[config.mk]
export PLATFORM = sky130hd
export DESIGN_NAME = debounce
export DESIGN_NICKNAME = d
export VERILOG_FILES = /design/src/rtl/debounce.sv
export SDC_FILE = /design/constraint.sdc
export NUM_CORES = 1
export LEC_CHECK = 0
export CELL_PAD_IN_SITES_DETAIL_PLACEMENT = 0
export CELL_PAD_IN_SITES_GLOBAL_PLACEMENT = 2
export CORE_AREA = 2 2 39 41
export CTS_BUF_LIST = sky130_fd_sc_hd__clkbuf_4
export CTS_CLUSTER_DIAMETER = 200
export DETAILED_ROUTE_END_ITERATION = 8
export DIE_AREA = 0 0 41 43
export HOLD_SLACK_MARGIN = 0.03
export PLACE_DENSITY_LB_ADDON = 0.2
export SETUP_SLACK_MARGIN = 0.05
export SYNTH_ARGS = -nofsm -noshare
export SYNTH_HDL_FRONTEND = slang
export SYNTH_SLANG_ARGS = --single-unit
[constraint.sdc]
create_clock -name iClk -period 1.17 [get_ports iClk]
set_input_delay 0.234 -clock iClk [delete_from_list [all_inputs] [get_ports iClk]]
set_output_delay 0.234 -clock iClk [all_outputs]
set_load 0.005 [all_outputs]
[src/rtl/debounce.sv]
// ============================================================================
// debounce
// ----------------------------------------------------------------------------
// Single-clock input debouncer with registered edge strobes. A new input
// value must be sampled STABLE_CYCLES times in a row before the debounced
// level follows it. The level change is announced by a one-cycle strobe:
// oQ on a 0->1 change, oFall on a 1->0 change. In the display controller this
// turns the resynchronized 4 MHz MCK into one dot-clock enable per MCK period.
//
// Parameters:
//   STABLE_CYCLES  consecutive differing samples needed to accept a new level
//                  (1..255; keep below the shortest input half-period)
//   INIT_LEVEL     debounced level loaded at reset
//
// Ports:
//   iClk    in   system clock, rising-edge active
//   iRst_n  in   asynchronous active-low reset
//   iD      in   raw input, already synchronous to iClk (no synchronizer here)
//   oQ      out  one-cycle pulse on a qualified rising transition
//   oLevel  out  debounced level
//   oFall   out  one-cycle pulse on a qualified falling transition
// ============================================================================
module debounce #(
    parameter int unsigned STABLE_CYCLES = 4,
    parameter logic        INIT_LEVEL    = 1'b0
) (
    input  logic iClk,
    input  logic iRst_n,
    input  logic iD,
    output logic oQ,
    output logic oLevel,
    output logic oFall
);

    // Wide enough to hold STABLE_CYCLES; in practice it tops out at
    // STABLE_CYCLES-1 because reaching that value commits the new level.
    localparam int unsigned    CNT_W    = $clog2(STABLE_CYCLES + 1);
    localparam logic [CNT_W-1:0] CNT_LAST = CNT_W'(STABLE_CYCLES - 1);

    // Number of consecutive samples seen so far that differ from oLevel.
    logic [CNT_W-1:0] stableCnt;

    // The level register doubles as the reference the input is compared
    // against, so oLevel is registered with no extra output stage. The
    // strobes are written on every edge, so they can only ever last one
    // cycle, and only one of them can be set by any single level change.
    // NOTE: every register here is assigned with <= so all of them update
    // from the same pre-edge values; a blocking '=' would let the strobe
    // logic see the already-updated level.
    always_ff @(posedge iClk or negedge iRst_n) begin
        if (!iRst_n) begin
            // Any partial count is discarded; iD is not looked at here, so an
            // undriven input during reset cannot reach the outputs.
            oLevel    <= INIT_LEVEL;
            stableCnt <= '0;
            oQ        <= 1'b0;
            oFall     <= 1'b0;
        end else if (iD == oLevel) begin
            // A single agreeing sample restarts the run: glitch runs are not
            // accumulated across interruptions.
            stableCnt <= '0;
            oQ        <= 1'b0;
            oFall     <= 1'b0;
        end else if (stableCnt == CNT_LAST) begin
            // Nth consecutive differing sample: accept the new value.
            oLevel    <= iD;
            stableCnt <= '0;
            oQ        <= iD;
            oFall     <= ~iD;
        end else begin
            stableCnt <= stableCnt + 1'b1;
            oQ        <= 1'b0;
            oFall     <= 1'b0;
        end
    end

endmodule

==> results.txt <==
The path class of the tightest hold or removal check is input pin to asynchronous set/reset pin. The critical path class is register to primary output. The number of iterations in the first detailed-routing pass came out at 1. The final layout contains 32 nets. The proportion of synthesized chip area in sequential cells is 63.8%. The area of combinational cells with multiple inputs is 100 sq um.

The global routing's busiest layer is met2. At the end of routability-driven placement, the weighted congestion stood at 0.619. Setup violations remaining at the end of the flow were counted as 0. The number of flops mapped to enable cells by yosys is 0. The number of I/O port buffers is 5. The initial antenna violation count is 0.

The number of placement rows came out at 14. The die covers 1760 sq um. Setup slack on the critical path of the routed design comes to 0.0555 ns. The per-cell routed wire length is 9.43 um. TritonCTS created 3 clock buffers.

Headroom to the max-slew limit came out at 82.2%. The post-synthesis instance area came out at 235 sq um. The number of nets in the synthesized netlist is 19. The number of distinct library cells after synthesis is 7.

The async set or reset register ratio after synthesis is 100%. The post-route minimum period came out at 1.11 ns. Traced cell by cell, the critical path runs through dlygate4sd2_1. The floorplan die width came out at 41 um.

The reported max-cap violation count is 0. 6 I/O pins were placed. The final wirelength is 396 um. The number of synthesized register bits is 6. The latest clock arrival within the worst-skew pair is 0.24 ns. The total area inside the core boundary comes to 1380 sq um. The predominant post-synthesis flop cell is sky130_fd_sc_hd__dfrtp_1. The total count of hold-check failures in the final report came to 0. The number of max-slew violations in the final report is 0.

The root cell of the clock tree is sky130_fd_sc_hd__clkbuf_4. The worst-case clock buffer depth came out at 2. The cell with the most instances after synthesis is sky130_fd_sc_hd__dfrtp_1. The via count of the first global-routing pass is 161. The peak fanout along the critical path came out at 2. For this run, global-route usage on met1 was measured as 6.67%. The H-tree depth reported by CTS is 1. Across the whole layout, storage elements account for 150 sq um. The number of sinks handled by clock tree synthesis is 6. The post-placement setup slack came out at -0.0577 ns. The maximum number of pins on one net before global-route repair came out at 7. The first global-routing pass estimated 669 um of wire. The clock skew after layout came out at 0.00106 ns. The worst path required time is 0.94 ns. The combined buffer and inverter count along the critical path is 1. The data arrival time of the worst path is 0.88 ns.

Clock-pin slew was measured on the worst setup and hold paths at 0.04 ns. The Yosys step of the flow raised 0 warnings. The height of the die is 43 um. Global routing consumed, over all layers together, 6.29% of the routing resources.

The remaining antenna violation count is 0. The TritonCTS clock tree is done. The remaining routing DRC violations came out at 0. The kind of cell adding the most delay to the critical path is flip-flops. The area share of the largest cell type after synthesis is 63.8%. The met3 demand-to-capacity share in global routing is 3.66%. At the pin with the least slew margin, the transition time is 0.266 ns. Summed over all cells, the static leakage comes to 0.170 nW. Once the floorplan was initialized, standard cells occupied 17.0% of the core.

The half-perimeter wire length after placement came out at 313 um. Power comes to 0.702 mW. After filler insertion, the fill cell instance count of the layout stands at 145. The remaining global-route overflow is 0. By area the synthesized netlist is led by sky130_fd_sc_hd__dfrtp_1, sky130_fd_sc_hd__nor3b_1, sky130_fd_sc_hd__nand2b_4, sky130_fd_sc_hd__ha_1, sky130_fd_sc_hd__mux2_2.

The flow ran to the end, and the final reports show no timing, DRC or antenna violations. The synthesis-to-finish area growth came out at 53.7%. On the critical path, the stage with the largest delay is an instance of sky130_fd_sc_hd__dfrtp_1. Based on the critical path, the design can be clocked at up to 0.897 GHz. In this run the power density over the cells is 1940 nW/um^2.

The kind of end point of the critical path is a primary output. The met2 track demand over resource is 8.13%. The fraction of layout cells with a size suffix above 1 came out at 42.3%.

The largest vdd supply drop came out at 0.594 mV. 0 antenna diodes ended up in the layout. The synthesized area per cell is 15.7 sq um. After synthesis, the most frequently instantiated cells are sky130_fd_sc_hd__dfrtp_1, sky130_fd_sc_hd__nor3b_1. Setup repair after global routing could not meet its margin everywhere. The biggest cell delay along the critical path came out at 0.38 ns. The number of violations reported at the end of detailed-routing iteration 0 is 0.

The worst setup path is launched from a register. The portion of the clock cycle consumed by the worst path in the final layout came out at 95.3%. The biggest area contributor in the post-synthesis netlist is sky130_fd_sc_hd__dfrtp_1. The via count of the routed design came out at 151. The instance count of the mapped netlist is 15. The average via count per standard cell came out at 3.60.
## report_power, final
part | internal (mW) | switching [mW]
Clock | 0.116 | 0.0702
Sequential | 0.258 | 0.0233
Combinational | 0.143 | 0.0909
## final timing paths
| path | slack, ns | cells after the start | from | end |
|---|---|---|---|---|
| max | 0.06 | 1 | oLevel | oLevel |
| min | 0.23 | 1 | iRst_n | stableCnt[0] |
| max reg2reg | 0.09 | 3 | stableCnt[0] | oLevel |
| min reg2reg | 0.43 | 1 | stableCnt[0] | stableCnt[0] |
| max in group asynchronous | 0.73 | 1 | iRst_n | stableCnt[2] |
| min in group iClk | 0.43 | 1 | stableCnt[0] | stableCnt[0] |
## per-stage QoR
step	area, sq um	setup TNS, ns	util (%)	hold slack, ns	std cells
6_report	362	0	26.1	0.233	42
5_1_grt	362	0	26.1	0.246	42
4_1_cts	349	0	25.2	0.235	42
3_5_place_dp	328	-0.0845	23.7	0.440	39
3_3_place_gp	328	-0.0931	23.7	0.444	39
2_1_floorplan	235	0	-	-0.0616	15
## registers in the layout (all words and copies together), names as in the netlist
signal	count
stableCnt	3
oLevel	1
oQ	1
oFall	1
## area by class of cell
type | count | area share, %
flip-flops and latches | 6 | 41.5
multi-input cells | 9 | 27.7
repair buffers | 8 | 19.0
clock buffers | 3 | 6.23
well taps | 16 | 5.54
## routing by layer
metal  routed length [um]  up-vias
li1                     -       75
met1                  173       72
met2                  193        4
met3                   30        0
met4                    0        0
met5                    0        -
## placed cells by master, fill, tap and decap left out, drive strengths merged
cell,n
xnor2,1
dlygate4sd2,3
buf,3
ha,1
dfrtp,6
nand2b,1
mux2,1
and3b,1
nor3b,4
clkbuf,3
clkdlybuf4s50,2
## cells by family (layout without fill, tap and decap cells)
| family | count (synthesis) | count (layout) | share of synthesized area, % |
|---|---|---|---|
| xor gates and xnor gates | 1 | 1 | 3.72 |
| adders and majority gates | 1 | 1 | 5.32 |
| buffers and inverters | 0 | 11 | 0 |
| DFF | 6 | 6 | 63.8 |
| muxes | 1 | 1 | 4.79 |
| and+or+nand+nor | 6 | 6 | 22.3 |
## repair_timing
action                                  in CTS  in global routing
hold buffers                                 0                  0
endpoints found under the setup margin       4                  4
gates resized for setup                      4                  2
pin swaps                                    0                  1
buffers inserted                             0                  0
(Power assumes the default switching activity.)
==> RTL edit 1: new RTL, same flow settings <==
`INIT_LEVEL`: 1'b0 -> 1'b1.
--- a/src/rtl/debounce.sv
+++ b/src/rtl/debounce.sv
@@ -24,3 +24,3 @@
     parameter int unsigned STABLE_CYCLES = 4,
-    parameter logic        INIT_LEVEL    = 1'b0
+    parameter logic        INIT_LEVEL    = 1'b1
 ) (
Check against the original RTL: not equivalent (Yosys sat finds a counterexample within 4 cycles, from zero or initial values and one cycle with iRst_n low).
==> RTL edit 1 against the original RTL <==
Worst setup slack worse by 3.0 ps; cell area is 17% higher; register-to-register slack worse by 20 ps; via count is 14% higher; sequential cell count stayed put; wire length is 27% higher; total power is 36% higher; synthesized area is 0.53% higher; highest routed layer is now met4.
==> RTL edit 1: results (changes against the original RTL) <==
final net count=34 (was 32); most frequent cells after synthesis=dfrtp_1 (5), nor3b_1 (4) (was dfrtp_1 (6), nor3b_1 (4)); Largest delay share family, worst path=flip-flops (unchanged); Rel. slew slack=0.8156 (was 0.8223); FF-to-FF path depth=4 (was 3); syn_area_per_cell=15.77 sq um (was 15.68 sq um); DP Area=329.1 sq um (was 327.8 sq um); RePlAce Congestion=0.6155 (was 0.6194); non-filler instance count after layout=45 (was 42); Starting DRT DRC Count=0 (unchanged); dpl hpwl=378.1 microns (was 313.1 microns); Worst path max stage delay=550 ps (was 380 ps); R2R Setup Slk=70 ps (was 90 ps); Tot GR Track Use=0.08190 (was 0.06294); share of layout cells above drive strength 1=0.5862 (was 0.4231); Seq/Total Area, Yosys=0.6402 (was 0.6383); number of global-route vias before repair=203 (was 161); synth top area cells=dfrtp_1 (53%), nor3b_1 (13%), dfstp_2 (11%), nand2b_4 (5.8%), ha_1 (5.3%) (was dfrtp_1 (64%), nor3b_1 (13%), nand2b_4 (5.9%), ha_1 (5.3%), mux2_2 (4.8%)); reg2reg start=oLevel$_DFFE_PN1P_ (was stableCnt[0]$_DFF_PN0_); met2 Resource Use GR=0.1188 (was 0.08125); Resized cells post-CTS=10 (was 4); status=completed (unchanged); Vias=172 (was 151); R2R Path End=stableCnt[2]$_DFF_PN0_ (was oLevel$_DFFE_PN0P_); Metal-1 WL=164 microns (was 173 microns); Hold WC Path Type=primary input to asynchronous set/reset pin (unchanged); met2 wire length=276 microns (was 193 microns); leakage=0.1864 nW (was 0.1704 nW); VDD IR max=700.9 uV (was 594.3 uV); # fillers=144 (was 145); global-route wire length before repair=855 microns (was 669 microns); register clock-pin slew on the reported worst setup and hold paths=around 50 ps; top layer in use=met4 (was met3); CTS root buffer=clkbuf_4 (unchanged); Critical Path Slowest Stage Cell=dfstp_2 (was dfrtp_1); WL met3=33 microns (was 30 microns); worst clock skew=9.968 ps (was 1.062 ps); distinct cell type count after synthesis=8 (was 7); met1 GRT Util=0.06908 (was 0.06667); Detailed Route WL=503 microns (was 396 microns); global routing usage on met3=0.02094 (was 0.03665)
[RTL edit 1: cell types whose count changed after synthesis]
cell	delta
dfrtp_1	-1
dfstp_2	+1
[RTL edit 1: final cells by class]
class                           count  area [sq um]  area share
Clock buffer                        4         30.03     0.07080
Multi-Input combinational cell      9         126.4      0.2979
Sequential cell                     6         151.4      0.3569
Tap cell                           16         20.02     0.04720
Timing Repair Buffer               10         96.34      0.2271
[RTL edit 1: where the power goes]
part           internal (W)  total [W]  leakage [nW]  switching [W]
sequential         0.000272   0.000315        0.0781      0.0000427
combinational      0.000273   0.000406        0.0899       0.000134
clock              0.000153   0.000234        0.0184      0.0000811
[RTL edit 1: worst min path at each step]
stage | depth (start not counted) | slack, ps | end
3_5_place_dp | 1 | 450 | stableCnt[0]$_DFF_PN0_
6_report | 1 | 220 | stableCnt[0]$_DFF_PN0_
3_3_place_gp | 1 | 440 | stableCnt[0]$_DFF_PN0_
4_1_cts | 1 | 220 | stableCnt[0]$_DFF_PN0_
5_1_grt | 1 | 240 | stableCnt[0]$_DFF_PN0_
2_1_floorplan | 0 | -60 | oFall$_DFF_PN0_
[RTL edit 1: per-stage QoR]
| step | utilization | power (W) | setup slack (ps) |
|---|---|---|---|
| 4_1_cts | 0.2703 | 0.0008228 | 46.81 |
| 5_1_grt | 0.3065 | 0.001029 | 16.58 |
| 3_3_place_gp | 0.2378 | 0.0005487 | -65.89 |
| 2_1_floorplan | - | 0.0004130 | 94.62 |
| 6_report | 0.3065 | 0.0009546 | 52.50 |
| 3_5_place_dp | 0.2378 | 0.0005564 | -73.63 |
[RTL edit 1: logic make-up after synthesis]
family / Yosys count / synth area share
xor+xnor: 1 / 0.03704
fa+ha+maj: 1 / 0.05290
flops: 6 / 0.6402
mux: 1 / 0.04762
simple gates: 6 / 0.2222
==> RTL edit 2: new RTL, config.mk and constraints unchanged <==
Made on the original files. Register the output `oQ` once more, with the module's reset; this adds one clock of latency there. The other outputs are not delayed to match. Comments in the files are not updated.
--- a/src/rtl/debounce.sv
+++ b/src/rtl/debounce.sv
@@ -39,2 +39,4 @@
 
+    logic oQ_s0;
+
     // Number of consecutive samples seen so far that differ from oLevel.
@@ -55,3 +57,3 @@
             stableCnt <= '0;
-            oQ        <= 1'b0;
+            oQ_s0     <= 1'b0;
             oFall     <= 1'b0;
@@ -61,3 +63,3 @@
             stableCnt <= '0;
-            oQ        <= 1'b0;
+            oQ_s0     <= 1'b0;
             oFall     <= 1'b0;
@@ -67,3 +69,3 @@
             stableCnt <= '0;
-            oQ        <= iD;
+            oQ_s0     <= iD;
             oFall     <= ~iD;
@@ -71,4 +73,12 @@
             stableCnt <= stableCnt + 1'b1;
-            oQ        <= 1'b0;
+            oQ_s0     <= 1'b0;
             oFall     <= 1'b0;
+        end
+    end
+
+    always_ff @(posedge iClk or negedge iRst_n) begin
+        if (!iRst_n) begin
+            oQ <= '0;
+        end else begin
+            oQ <= oQ_s0;
         end
Check against the original RTL: not equivalent (Yosys sat finds a counterexample within 10 cycles, from zero or initial values and one cycle with iRst_n low).
==> RTL edit 2 against the original RTL <==
Synthesized cell count grew 6.7%; wire length grew 17%; synthesized area grew 11%; die area is the same; total power grew 18%; cell area grew 9.3%; core utilization grew 2.4 points; maximum frequency shrank 0.85%; clock power grew 28%; clock skew grew 1.6 ps; sequential cell count grew 1; worst setup slack lost 9.6 ps; largest power group unchanged.
==> RTL edit 2: results (changes against the original RTL) <==
Async S/R FF share, synth=1.000 (unchanged); critical path fanouts, max=4 (was 2); FF-to-FF path depth=3 (unchanged); reg2reg start=oLevel$_DFFE_PN0P_ (was stableCnt[0]$_DFF_PN0_); Post-CTS Setup Bufs=1 (was 0); Tot GR Track Use=0.08012 (was 0.06294); non-clk buf share=0.1994 (was 0.1903); Largest delay share family, worst path=flip-flops (unchanged); Metal-1 WL=188 microns (was 173 microns); dpl cells=40 (was 39); TritonRoute pass-1 iters=2 (was 1); Seq/Total Area, Yosys=0.6731 (was 0.6383); met2 wire length=259 microns (was 193 microns); clkbuf count=4 (was 3); Rel. slew slack=0.7840 (was 0.8223); leakage=0.1879 nW (was 0.1704 nW); multiplexer area fraction after synthesis=0.04327 (was 0.04787); syn_nets=20 (was 19); share of layout cells above drive strength 1=0.3793 (was 0.4231); gr busiest metal=met2 (unchanged); net switching power=0.0002110 W (was 0.0001844 W); Vias=170 (was 151); dpl ws=-88.43 ps (was -57.73 ps); R2R Setup Slk=50 ps (was 90 ps); flops & latches, synth=7 (was 6); worst clock skew=2.668 ps (was 1.062 ps); hold_ws=247.6 ps (was 233.1 ps); RePlAce Congestion=0.5641 (was 0.6194); synth top area cells=dfrtp_1 (67%), nor3b_1 (12%), nand2b_4 (5.3%), ha_1 (4.8%), mux2_2 (4.3%) (was dfrtp_1 (64%), nor3b_1 (13%), nand2b_4 (5.9%), ha_1 (5.3%), mux2_2 (4.8%)); met2 Resource Use GR=0.1094 (was 0.08125); pin count of the biggest net entering global routing=8 (was 7); number of global-route vias before repair=198 (was 161); status=completed (unchanged); WL met3=16 microns (was 30 microns); top layer in use=met3 (unchanged); final net count=34 (was 32); fin util=0.2857 (was 0.2613); global routing usage on met3=0.03141 (was 0.03665); xor and xnor fraction of the mapped netlist area=0.03365 (was 0.03723); syn_area_per_cell=16.27 sq um (was 15.68 sq um); VDD IR max=593.8 uV (was 594.3 uV); Clock-cell share=0.07595 (was 0.06228); multi-input gates=9 (unchanged); Wirelength per Cell=10.33 microns (was 9.429 microns); met1 GRT Util=0.07641 (was 0.06667); crit path DAT=1260 ps (was 880 ps); Multi-input gate area=91.34 sq um (was 100.1 sq um); # fillers=150 (was 145); most frequent cells after synthesis=dfrtp_1 (7), nor3b_1 (4) (was dfrtp_1 (6), nor3b_1 (4)); drt via density=3.778 (was 3.595); Starting DRT DRC Count=3 (was 0); post-synthesis adder-cell area fraction=0.04808 (was 0.05319); R2R Path End=stableCnt[1]$_DFF_PN0_ (was oLevel$_DFFE_PN0P_); DP Area=352.8 sq um (was 327.8 sq um); Syn Inst Count=16 (was 15)
RTL edit 2: cell types whose count changed after synthesis, sizes merged:
cell   change
dfrtp      +1
RTL edit 2: worst max-delay path by stage:
| stage | to | slack (ps) |
|---|---|---|
| finish | stableCnt[1]$_DFF_PN0_ | 50 |
| global route | oQ_s0$_DFF_PN0_ | 40 |
| CTS | oLevel | 40 |
| detailed placement | stableCnt[1]$_DFF_PN0_ | -90 |
| global placement | stableCnt[1]$_DFF_PN0_ | -60 |
| floorplan | oLevel$_DFFE_PN0P_ | 50 |
RTL edit 2: power groups by stage:
stage / Combinational (W) / Clock [W] / Sequential [W]
2_1_floorplan: 0.000105 / 0 / 0.000331
3_3_place_gp: 0.000217 / 0 / 0.000333
3_5_place_dp: 0.000224 / 0 / 0.000337
4_1_cts: 0.000253 / 0.000250 / 0.000320
5_1_grt: 0.000293 / 0.000270 / 0.000327
6_report: 0.000268 / 0.000239 / 0.000321
